===== src/rtl/mips_imem_loader.sv =====
// Boot-time instruction loader: streams words into imem from address 0 and holds the CPU in reset until release.
// Optional build macro: MIPS_IMEM_LOADER_CHECKSUM_EN adds a trailing checksum word that gates release.
module mips_imem_loader #(
  parameter int INSTR_WIDTH   = 16,
  parameter int MEM_SIZE      = 256,
  parameter int IMEM_AW       = $clog2(MEM_SIZE),
  parameter int RELEASE_DELAY = 4
) (
  input  logic                   clk,
  input  logic                   rst_n,
  input  logic                   load_start,
  input  logic [IMEM_AW:0]       load_len,
  input  logic                   s_valid,
  input  logic [INSTR_WIDTH-1:0] s_data,
  output logic                   s_ready,
  output logic                   imem_we,
  output logic [IMEM_AW-1:0]     imem_addr,
  output logic [INSTR_WIDTH-1:0] imem_wdata,
  output logic                   cpu_rst_n,
  output logic                   busy,
  output logic                   done,
  output logic                   err
);

  localparam int DLY_W = (RELEASE_DELAY < 2) ? 1 : $clog2(RELEASE_DELAY + 1);
  localparam logic [IMEM_AW:0] MAX_LEN  = (IMEM_AW + 1)'(MEM_SIZE);
  localparam logic [IMEM_AW:0] CNT_ONE  = (IMEM_AW + 1)'(1);
  localparam logic [DLY_W-1:0] DLY_LAST = DLY_W'(RELEASE_DELAY);
  localparam logic [DLY_W-1:0] DLY_ONE  = DLY_W'(1);

  typedef enum logic [2:0] {
    S_IDLE,
    S_LOAD,
`ifdef MIPS_IMEM_LOADER_CHECKSUM_EN
    S_CHECK,
`endif
    S_HOLD,
    S_RUN,
    S_ERR
  } state_t;

  state_t                 state_q, state_d;
  logic [IMEM_AW:0]       cnt_q, cnt_d;
  logic [IMEM_AW:0]       len_q, len_d;
  logic [DLY_W-1:0]       dly_q, dly_d;
  logic                   we_q, we_d;
  logic [IMEM_AW-1:0]     addr_q, addr_d;
  logic [INSTR_WIDTH-1:0] wdata_q, wdata_d;
  logic                   s_ready_q, s_ready_d;
  logic                   cpu_rst_n_q, cpu_rst_n_d;
  logic                   busy_q, busy_d;
  logic                   done_q, done_d;
  logic                   err_q, err_d;
`ifdef MIPS_IMEM_LOADER_CHECKSUM_EN
  logic [INSTR_WIDTH-1:0] sum_q, sum_d;
`endif

  logic len_ok;
  logic hs;

  assign len_ok = (load_len != '0) && (load_len <= MAX_LEN);
  assign hs     = s_valid && s_ready_q;

  always_comb begin
    state_d = state_q;
    cnt_d   = cnt_q;
    len_d   = len_q;
    dly_d   = dly_q;
    we_d    = 1'b0;
    addr_d  = addr_q;
    wdata_d = wdata_q;
`ifdef MIPS_IMEM_LOADER_CHECKSUM_EN
    sum_d   = sum_q;
`endif
    case (state_q)
      S_IDLE, S_RUN, S_ERR: begin
        if (load_start) begin
          if (len_ok) begin
            state_d = S_LOAD;
            len_d   = load_len;
            cnt_d   = '0;
`ifdef MIPS_IMEM_LOADER_CHECKSUM_EN
            sum_d   = '0;
`endif
          end else begin
            state_d = S_ERR;
          end
        end
      end
      S_LOAD: begin
        if (hs) begin
          we_d    = 1'b1;
          addr_d  = cnt_q[IMEM_AW-1:0];
          wdata_d = s_data;
          cnt_d   = cnt_q + CNT_ONE;
`ifdef MIPS_IMEM_LOADER_CHECKSUM_EN
          sum_d   = sum_q + s_data;
`endif
          if (cnt_d == len_q) begin
`ifdef MIPS_IMEM_LOADER_CHECKSUM_EN
            state_d = S_CHECK;
`else
            state_d = S_HOLD;
`endif
            dly_d   = '0;
          end
        end
      end
`ifdef MIPS_IMEM_LOADER_CHECKSUM_EN
      S_CHECK: begin
        // Checksum word is compared only, never written to memory.
        if (hs) begin
          state_d = (s_data == sum_q) ? S_HOLD : S_ERR;
          dly_d   = '0;
        end
      end
`endif
      S_HOLD: begin
        if (dly_q == DLY_LAST) state_d = S_RUN;
        else                   dly_d   = dly_q + DLY_ONE;
      end
      default: state_d = S_IDLE;
    endcase

    // Status outputs are registered from the next state so they track state_q exactly.
`ifdef MIPS_IMEM_LOADER_CHECKSUM_EN
    s_ready_d = (state_d == S_LOAD) || (state_d == S_CHECK);
    busy_d    = (state_d == S_LOAD) || (state_d == S_CHECK) || (state_d == S_HOLD);
`else
    s_ready_d = (state_d == S_LOAD);
    busy_d    = (state_d == S_LOAD) || (state_d == S_HOLD);
`endif
    cpu_rst_n_d = (state_d == S_RUN);
    done_d      = (state_d == S_RUN);
    err_d       = (state_d == S_ERR);
  end

  always_ff @(posedge clk) begin
    if (!rst_n) begin
      state_q     <= S_IDLE;
      cnt_q       <= '0;
      len_q       <= '0;
      dly_q       <= '0;
      we_q        <= 1'b0;
      addr_q      <= '0;
      wdata_q     <= '0;
      s_ready_q   <= 1'b0;
      cpu_rst_n_q <= 1'b0;
      busy_q      <= 1'b0;
      done_q      <= 1'b0;
      err_q       <= 1'b0;
`ifdef MIPS_IMEM_LOADER_CHECKSUM_EN
      sum_q       <= '0;
`endif
    end else begin
      state_q     <= state_d;
      cnt_q       <= cnt_d;
      len_q       <= len_d;
      dly_q       <= dly_d;
      we_q        <= we_d;
      addr_q      <= addr_d;
      wdata_q     <= wdata_d;
      s_ready_q   <= s_ready_d;
      cpu_rst_n_q <= cpu_rst_n_d;
      busy_q      <= busy_d;
      done_q      <= done_d;
      err_q       <= err_d;
`ifdef MIPS_IMEM_LOADER_CHECKSUM_EN
      sum_q       <= sum_d;
`endif
    end
  end

  assign s_ready    = s_ready_q;
  assign imem_we    = we_q;
  assign imem_addr  = addr_q;
  assign imem_wdata = wdata_q;
  assign cpu_rst_n  = cpu_rst_n_q;
  assign busy       = busy_q;
  assign done       = done_q;
  assign err        = err_q;

endmodule


===== config.mk =====
export PLATFORM = sky130hd
export DESIGN_NAME = mips_imem_loader
export DESIGN_NICKNAME = d
export VERILOG_FILES = /design/src/rtl/mips_imem_loader.sv
export SDC_FILE = /design/constraint.sdc
export NUM_CORES = 1
export LEC_CHECK = 0
export BUFFER_PORTS_ARGS = -buffer_cell sky130_fd_sc_hd__buf_2
export CAP_MARGIN = 20
export CORE_UTILIZATION = 50
export CTS_BUF_LIST = sky130_fd_sc_hd__clkbuf_8
export DETAILED_ROUTE_END_ITERATION = 10
export PLACE_DENSITY = 0.75
export SETUP_SLACK_MARGIN = 0.2
export SYNTH_ARGS = -nofsm -noshare
export SYNTH_HDL_FRONTEND = slang
export SYNTH_SLANG_ARGS = --single-unit

===== constraint.sdc =====
create_clock -name clk -period 3.98 [get_ports clk]
set_input_delay 0.398 -clock clk [delete_from_list [all_inputs] [get_ports clk]]
set_output_delay 0.398 -clock clk [all_outputs]
set_load 0.01 [all_outputs]

* Word-level counts from Yosys, hierarchy flattened
Cells that the tools add are included.
** Word-level totals
- Register bits after elaboration :: 53
- Word-level logic and storage cells :: 57
** Operators by class
- Add/sub/neg operators :: 2
- $lt $le $gt $ge :: 1
- Equality and inequality tests :: 15
- Muxes and demuxes :: 15
- Reductions and logical operators :: 13
** Operator list (count)
- 9-bit 2-to-1 mux :: 3
- 3-bit 2-to-1 mux :: 8
- 9-bit case mux with 2 select lines :: 1
- 3-bit by 2-bit == test with 1-bit output, second input constant :: 4
- 2-bit inequality test, second input constant :: 5
- 9-bit by 1-bit adder with 9-bit output, second input constant :: 1
- 3-bit == test, second input constant :: 3
- 9-bit == test :: 1
- 9-bit <= comparator, second input constant :: 1
- 3-bit case mux with 3 select lines :: 1
- 9-bit nonzero test :: 1
- 4-bit AND reduction :: 2
- 3-bit by 1-bit == test with 1-bit output, second input constant :: 2
- 3-bit case mux with 2 select lines :: 1
- 2-bit AND reduction :: 2
- 2-bit nonzero test :: 2
- 3-bit by 1-bit adder with 3-bit output, second input constant :: 1
- 3-bit zero test :: 1
- 3-bit AND reduction :: 1
- 3-bit OR reduction :: 1
- 1-bit logical AND :: 2
- 1-bit logical OR :: 1
- 1-bit 2-to-1 mux :: 1

* Depth between registers and ports, before layout
Gate-level depths: netlist of run 1.
- Word-level depth :: 7
- Depth in mapped cells :: 8
- Gate-level depth less buffers :: 7

* Worst setup path before layout of run 1
No wires, ideal clock.
- Path kind :: in2reg
- From :: input load_len[4]
- To :: register busy_q (netlist: busy)
- Library setup time :: 0.134 ns
- Data arrival time :: 1.935 ns
- Data required time :: 3.846 ns
- Setup slack :: 1.911 ns
- Stages :: 6
- Buffers on the path :: 0
- Path through :: or4_4 or3_4 a211oi_2 a2bb2oi_2 a311o_2 o32ai_2
** On the way
- Cells in the longest elaborated chain, start to end :: 7
** Ends and longest elaborated chain
- start, declared :: RTL line 12 : input logic [IMEM_AW:0] load_len,
- 9-bit <= comparator or 9-bit nonzero test (tied branches) :: RTL line 61 : assign len_ok = (load_len != '0) && (load_len <= MAX_LEN);
- 1-bit logical AND * :: RTL line 61
- 3-bit 2-to-1 mux * :: RTL line 78 : if (len_ok) begin
- 3-bit 2-to-1 mux * :: RTL line 77 : if (load_start) begin
- 3-bit case mux with 3 select lines * :: RTL line 75 : case (state_q)
- 3-bit by 1-bit == test with 1-bit output or 3-bit by 2-bit == test with 1-bit output (tied branches) :: RTL line 131 : busy_d = (state_d == S_LOAD) || (state_d == S_HOLD);
- 1-bit logical OR * :: RTL line 131
- end signal, assigned :: RTL line 165 : busy_q <= busy_d;
- end, declared :: RTL line 51 : logic busy_q, busy_d;
Mark *: on every way between the ends. The rest lies on a longest branch, timed or not.
A chain may end at the register's enable or synchronous reset.

* Worst setup path in the final report of run 1
- From :: register state_q[0]
- To :: register cnt_q[3]
** On the way
- Cells in the longest elaborated chain, start to end :: 4
** Ends and longest elaborated chain
- start, declared :: RTL line 42 : state_t state_q, state_d;
- start signal, assigned :: RTL line 156 : state_q <= state_d;
- 3-bit by 2-bit == test with 1-bit output, or another cell as far along :: RTL line 75
- 3-bit OR reduction :: RTL line 75
- 2-bit inequality test (no line) or 2-bit nonzero test (tied branches)
- 4-bit AND reduction (no line)
- end signal, assigned :: RTL line 157 : cnt_q <= cnt_d;
- end, declared :: RTL line 43 : logic [IMEM_AW:0] cnt_q, cnt_d;
Parallel ways exist; a longest one is shown, timed or not.

==> results of run 1 <==
[through the flow]
stage	setup WS (ns)	hold WS (ns)	total power, mW	util
6_report	1.440	0.3225	1.001	0.6087
5_1_grt	1.260	0.3181	1.045	0.6087
4_1_cts	1.437	0.3165	1.009	0.6087
3_5_place_dp	1.450	0.4445	0.6643	0.5868
3_3_place_gp	1.514	0.4381	0.6629	0.5868
2_1_floorplan	1.911	0.4548	0.6335	-
[state kept, by name (all words and copies together), names as in the netlist]
name and cells:
busy 1, imem_addr 8, len_q 9, cnt_q 9
dly_q 3, imem_we 1, s_ready 1, state_q 3
imem_wdata 16, done 1, err 1
[Yosys cell counts (3+ instances only)]
cell,number
xor2_1,5
nor2_1,18
a31oi_1,3
mux2i_1,10
ha_1,3
clkbuf_1,8
and3_1,3
nand3_1,6
a21oi_1,39
nand3b_1,4
and2_1,8
buf_2,8
nand4_1,4
nand2_1,59
xnor2_1,5
or4_1,3
o21ai_0,3
dfxtp_1,53
o21ai_1,8
inv_1,4
[cell families (layout without fill, tap and decap cells)]
| logic type | after synthesis | in the layout |
|---|---|---|
| buf+inv | 25 | 73 |
| simple gates | 124 | 124 |
| mux | 10 | 10 |
| xor+xnor | 10 | 10 |
| compound gates | 71 | 71 |
| fa+ha+maj | 3 | 3 |
| flops | 53 | 53 |
[critical path: cells and delay by family (launching register included)]
| kind | cells | cell delay [ns] |
|---|---|---|
| AOI/OAI and AO/OA | 1 | 0.15 |
| buffers and inverters | 1 | 0.47 |
| DFF | 1 | 0.49 |
| and+or+nand+nor | 3 | 1.34 |
[worst min path at each step]
stage,cells past startpoint,end,from
global route,3,imem_wdata[7],s_data[7]
detailed placement,2,imem_wdata[11],imem_wdata[11]
CTS,3,imem_wdata[1],s_data[1]
floorplan,2,dly_q[1],dly_q[1]
global placement,2,imem_wdata[9],imem_wdata[9]
finish,3,imem_wdata[1],s_data[1]
[layout make-up]
type,instances,area [um2],area share
clock buffer,5,68.82,0.02378
clock inverter,2,35.03,0.01211
inverter,5,18.77,0.006485
multi-input combinational,218,1314,0.4540
sequential,53,1061,0.3666
tap,67,83.83,0.02897
timing repair buffer,61,312.8,0.1081
[where the power goes]
group	internal [mW]	switching [mW]
registers	0.543	0.0121
clock network	0.183	0.166
logic	0.0450	0.0519
total	0.771	0.230
[per-layer routing]
metal,GRT usage,share of wire
met2,0.3074,0.44
met3,0.03867,0.036
met1,0.2963,0.52
met4,0.08061,0.013
met5,0,0
==> flow_metrics.tcl, run 1 <==
set metrics [dict create \
    gp_congestion 0.8850 \
    grt_start_max_net_pins 47 \
    ys_types 52 \
    fillers 452 \
    cts_hold_buf 0 \
    ctsRootBufferMaster "clkbuf_8" \
    synth_flop_cell "dfxtp_1" \
    ys_seq_area_frac 0.4246 \
    num_antenna_cells 0 \
    synth_compound_area_frac 0.1848 \
    tns_ns 0 \
    post-route-period-util 0.6381 \
    cp.required_ns 4.21 \
    drive_gt1_frac 0.2355 \
    antenna_found_initial 0 \
    start_util 0.5255 \
    synth_xor_area_frac 0.03505 \
    hp-class "primary input to flop" \
    synth_fa_ha_area_frac 0.01502 \
    hold_viol_final 0 \
    setup_violations 0 \
    drc_errors 0 \
    crit_fanout 23 \
    vdd_drop_max_mv 0.2449 \
    cp-end-kind "flop" \
    core_area_mm2 0.004755 \
    maxCapViolCount 0 \
    io_pins 59 \
    reg2regPathDepth 5 \
    avgRoutedWirePerCell_um 12.71 \
    rsz0062_at_grt "no" \
    muxShareOfSynthArea 0.04006 \
    synth_edf_count 0 \
    postRouteAntennaNets 0 \
    yosys_warnings 0 \
    ctsResizeCount 0 \
    skew_ns 0.006260 \
    power_leakage_nw 1.227 \
    cts_inserted_buffers 5 \
    slew_violations 0 \
    fp.dieW_um 72.69 \
    cts_num_sinks 53 \
    post-synth-top-area-cell "dfxtp_1" \
    clock_path_buffers 2 \
    die_area_mm2 0.005284 \
    critPathArrivalTime_ns 2.77 \
    p_per_area_mw_per_mm2 345.7 \
    fmax_mhz 393.8 \
    crit_slowest_cell "nand3_1" \
    postPlaceCellArea_mm2 0.002790 \
    reg2reg_to "cnt_q[3]" \
    drt_iter0_markers 114 \
    synth_area_leaders "dfxtp_1 (42%), nand2_1 (8.9%), a21oi_1 (7.8%)" \
    synth_top_area_share 0.4246 \
    synth_top_family_by_area "simple AND/OR/NAND/NOR gates" \
    path_class "flop to flop" \
    drt_first_pass_iters 4 \
    fin_area_mm2 0.002894 \
    cp-start-kind "flop" \
    worst_pin_slew_ns 0.8753 \
    vias 2179 \
    async_flop_share 0 \
    grt_pass1_wl_um 8507 \
    htree_levels 2 \
    grt_overflow_total 0 \
    crit_start "state_q[0]" \
    r2r_start "state_q[0]" \
    fp-row-count 25 \
    syn_nets 328 \
    fin_nets 376 \
    area_delta_synth_final_pct 15.82 \
    viasPerCell 5.302 \
    die_h_um 72.69 \
    io_buffers 58 \
    cts_tree "built" \
    dp_hpwl_um 3642 \
    crit_path_end "cnt_q[3]" \
    period_needed_ns 2.540 \
    routed_wl_um 5225 \
    clock_latency_ns 0.30 \
    placedCellCount 404 \
    layout_commonest_cell "nand2_1" \
    synth_area_mm2 0.002499 \
    layout_common_cells "nand2_1 (59), buf_2 (58), dfxtp_1 (53)" \
    path_clk_slew_ns 0.09 \
    cpPeakStageDelay_ns 0.66 \
    netlist_instances 296 \
    synth-simple-area-share 0.2499 \
    layout.cells.non_filler 411 \
    grt_pass1_vias 1870 \
    path_cells "nor3b_4 -> nand3_1 -> buf_4 -> or3_1 -> a21oi_1" \
    post_cts_buffers 0 \
    outcome "complete, no violations" \
    relSlewSlack 0.4148 \
    grt_usage 0.2070 \
    r2r_slack_ns 1.44 \
    syn_area_per_cell_um2 8.441 \
    ys_seq_elements 53 \
]
Note: power is estimated with default switching activity, not from simulation.
==> run 2: changes to the inputs <==
Clock period 3.98 ns to 2.35 ns, I/O delays scaled along.
==> flow_metrics.tcl, run 2 (synthesis gave the netlist of run 1 again) <==
set metrics [dict create \
    cts_hold_buf 0 \
    fp-row-count 25 \
    io_pins 59 \
    relSlewSlack 0.7388 \
    grt_pass1_vias 1951 \
    r2r_start "cnt_q[1]" \
    post-route-period-util 0.8804 \
    setup_violations 0 \
    multiInputGateArea_mm2 0.001349 \
    power_leakage_nw 1.243 \
    layout_common_cells "nand2_1 (59), buf_2 (58), dfxtp_1 (52)" \
    postPlaceCellArea_mm2 0.002835 \
    internal-power_mw 1.207 \
    period_needed_ns 2.069 \
    skew_ns 0.009752 \
    power_frac_comb 0.109 \
    htree_levels 2 \
    clock_latency_ns 0.30 \
    post_cts_buffers 0 \
    gp_congestion 0.8627 \
    io_buffers 58 \
    fin_nets 382 \
    postRouteAntennaNets 0 \
    fp.dieW_um 72.69 \
    drc_errors 0 \
    path_class "flop to flop" \
    p_switching_mw 0.4044 \
    crit_start "cnt_q[1]" \
    hp-class "primary input to flop" \
    routed_wl_um 5397 \
    rsz0062_at_grt "yes" \
    grt_start_max_net_pins 30 \
    cp-start-kind "flop" \
    dp_hpwl_um 3805 \
    viasPerCell 5.336 \
    grt_usage 0.2190 \
    cp.required_ns 2.57 \
    p_sw_frac 0.2509 \
    slew_violations 0 \
    grt_pass1_wl_um 9011 \
    cts_tree "built" \
    tns_ns 0 \
    cp-end-kind "flop" \
    drt_first_pass_iters 4 \
    path_clk_slew_ns 0.09 \
    worst_pin_slew_ns 0.3901 \
    fin_area_mm2 0.002957 \
    vias 2225 \
    power.share.sequential 0.584 \
    area_delta_synth_final_pct 18.33 \
    start_util 0.5255 \
    die_area_mm2 0.005284 \
    cts_num_sinks 53 \
    drt_iter0_markers 151 \
    register_area_mm2 0.001062 \
    grt_overflow_total 0 \
    largest_register_ffs 16 \
    drive_gt1_frac 0.2629 \
    fmax_mhz 483.3 \
    antenna_found_initial 0 \
    ctsRootBufferMaster "clkbuf_8" \
    die_h_um 72.69 \
    layout_commonest_cell "nand2_1" \
    fillers 442 \
    r2r_slack_ns 0.28 \
    num_antenna_cells 0 \
    vdd_drop_max_mv 0.3615 \
    clock_power_share 0.307 \
    core_area_mm2 0.004755 \
    clock_path_buffers 2 \
    avgRoutedWirePerCell_um 12.94 \
    maxCapViolCount 0 \
    critPathArrivalTime_ns 2.29 \
    hold_viol_final 0 \
    worstHoldStart "s_data[8]" \
    outcome "complete, no violations" \
    cts_inserted_buffers 5 \
    p_per_area_mw_per_mm2 545.1 \
    crit_fanout 8 \
]
-- run 2: changes by cell type in the layout (fill, tap and decap cells not counted), sizes merged --
cell | before | now
buf | 61 | 67
bufinv | 1 | 0
clkinvlp | 0 | 1
-- run 2: layout make-up --
type,instances,share of cell area
flip-flops and latches,53,0.3593
inverters,5,0.006348
repair buffers,67,0.1210
clock buffers,5,0.02328
multi-input cells,218,0.4562
clock inverters,2,0.005501
well taps,67,0.02835
-- run 2: path summary, 6_finish.rpt --
check | endpoint | cells after the start
max | busy | 7
min | imem_wdata[8] | 3
max reg2reg | busy | 7
min reg2reg | imem_wdata[11] | 2
-- run 2: per-stage QoR --
stage	hold slack [ns]	utilization	setup slack, ns	std cells	power, mW
after floorplan	0.3525	-	0.3692	296	1.073
after global placement	0.4382	0.5963	0.2607	410	1.131
after detailed placement	0.4430	0.5963	0.2123	410	1.132
after CTS	0.1513	0.6145	0.2609	417	1.619
after global routing	0.1584	0.6218	0.1757	417	1.673
final	0.1551	0.6218	0.2810	417	1.612
-- run 2: timing repair --
action | 4_1_cts | 5_1_grt
endpoints found under the setup margin | 1 | 5
resized for setup | 1 | 7
cloned | 0 | 0
-- run 2: critical path, stage by stage (launching register included) --
cell and delay (ns):
dfxtp_2 0.41, ha_2 0.23, and3_1 0.24, and3_4 0.22, xnor2_1 0.09, a41o_1 0.25, a311o_2 0.42, o32ai_2 0.13
-- run 2: power groups by stage --
stage          Sequential, mW  Clock, mW  Combinational (mW)
2_1_floorplan           0.957          0               0.116
3_3_place_gp            0.961          0               0.170
3_5_place_dp            0.961          0               0.171
4_1_cts                 0.940      0.507               0.173
5_1_grt                 0.945      0.534               0.194
6_report                0.941      0.495               0.176
-- run 2: metal layers --
| layer | vias to the layer above | wire [um] | global-route usage |
|---|---|---|---|
| met1 | 1032 | 2614 | 0.3029 |
| met4 | 0 | 63 | 0.08932 |
| met2 | 57 | 2455 | 0.3416 |
| li1 | 1132 | - | - |
| met5 | - | 0 | 0 |
| met3 | 4 | 264 | 0.03315 |
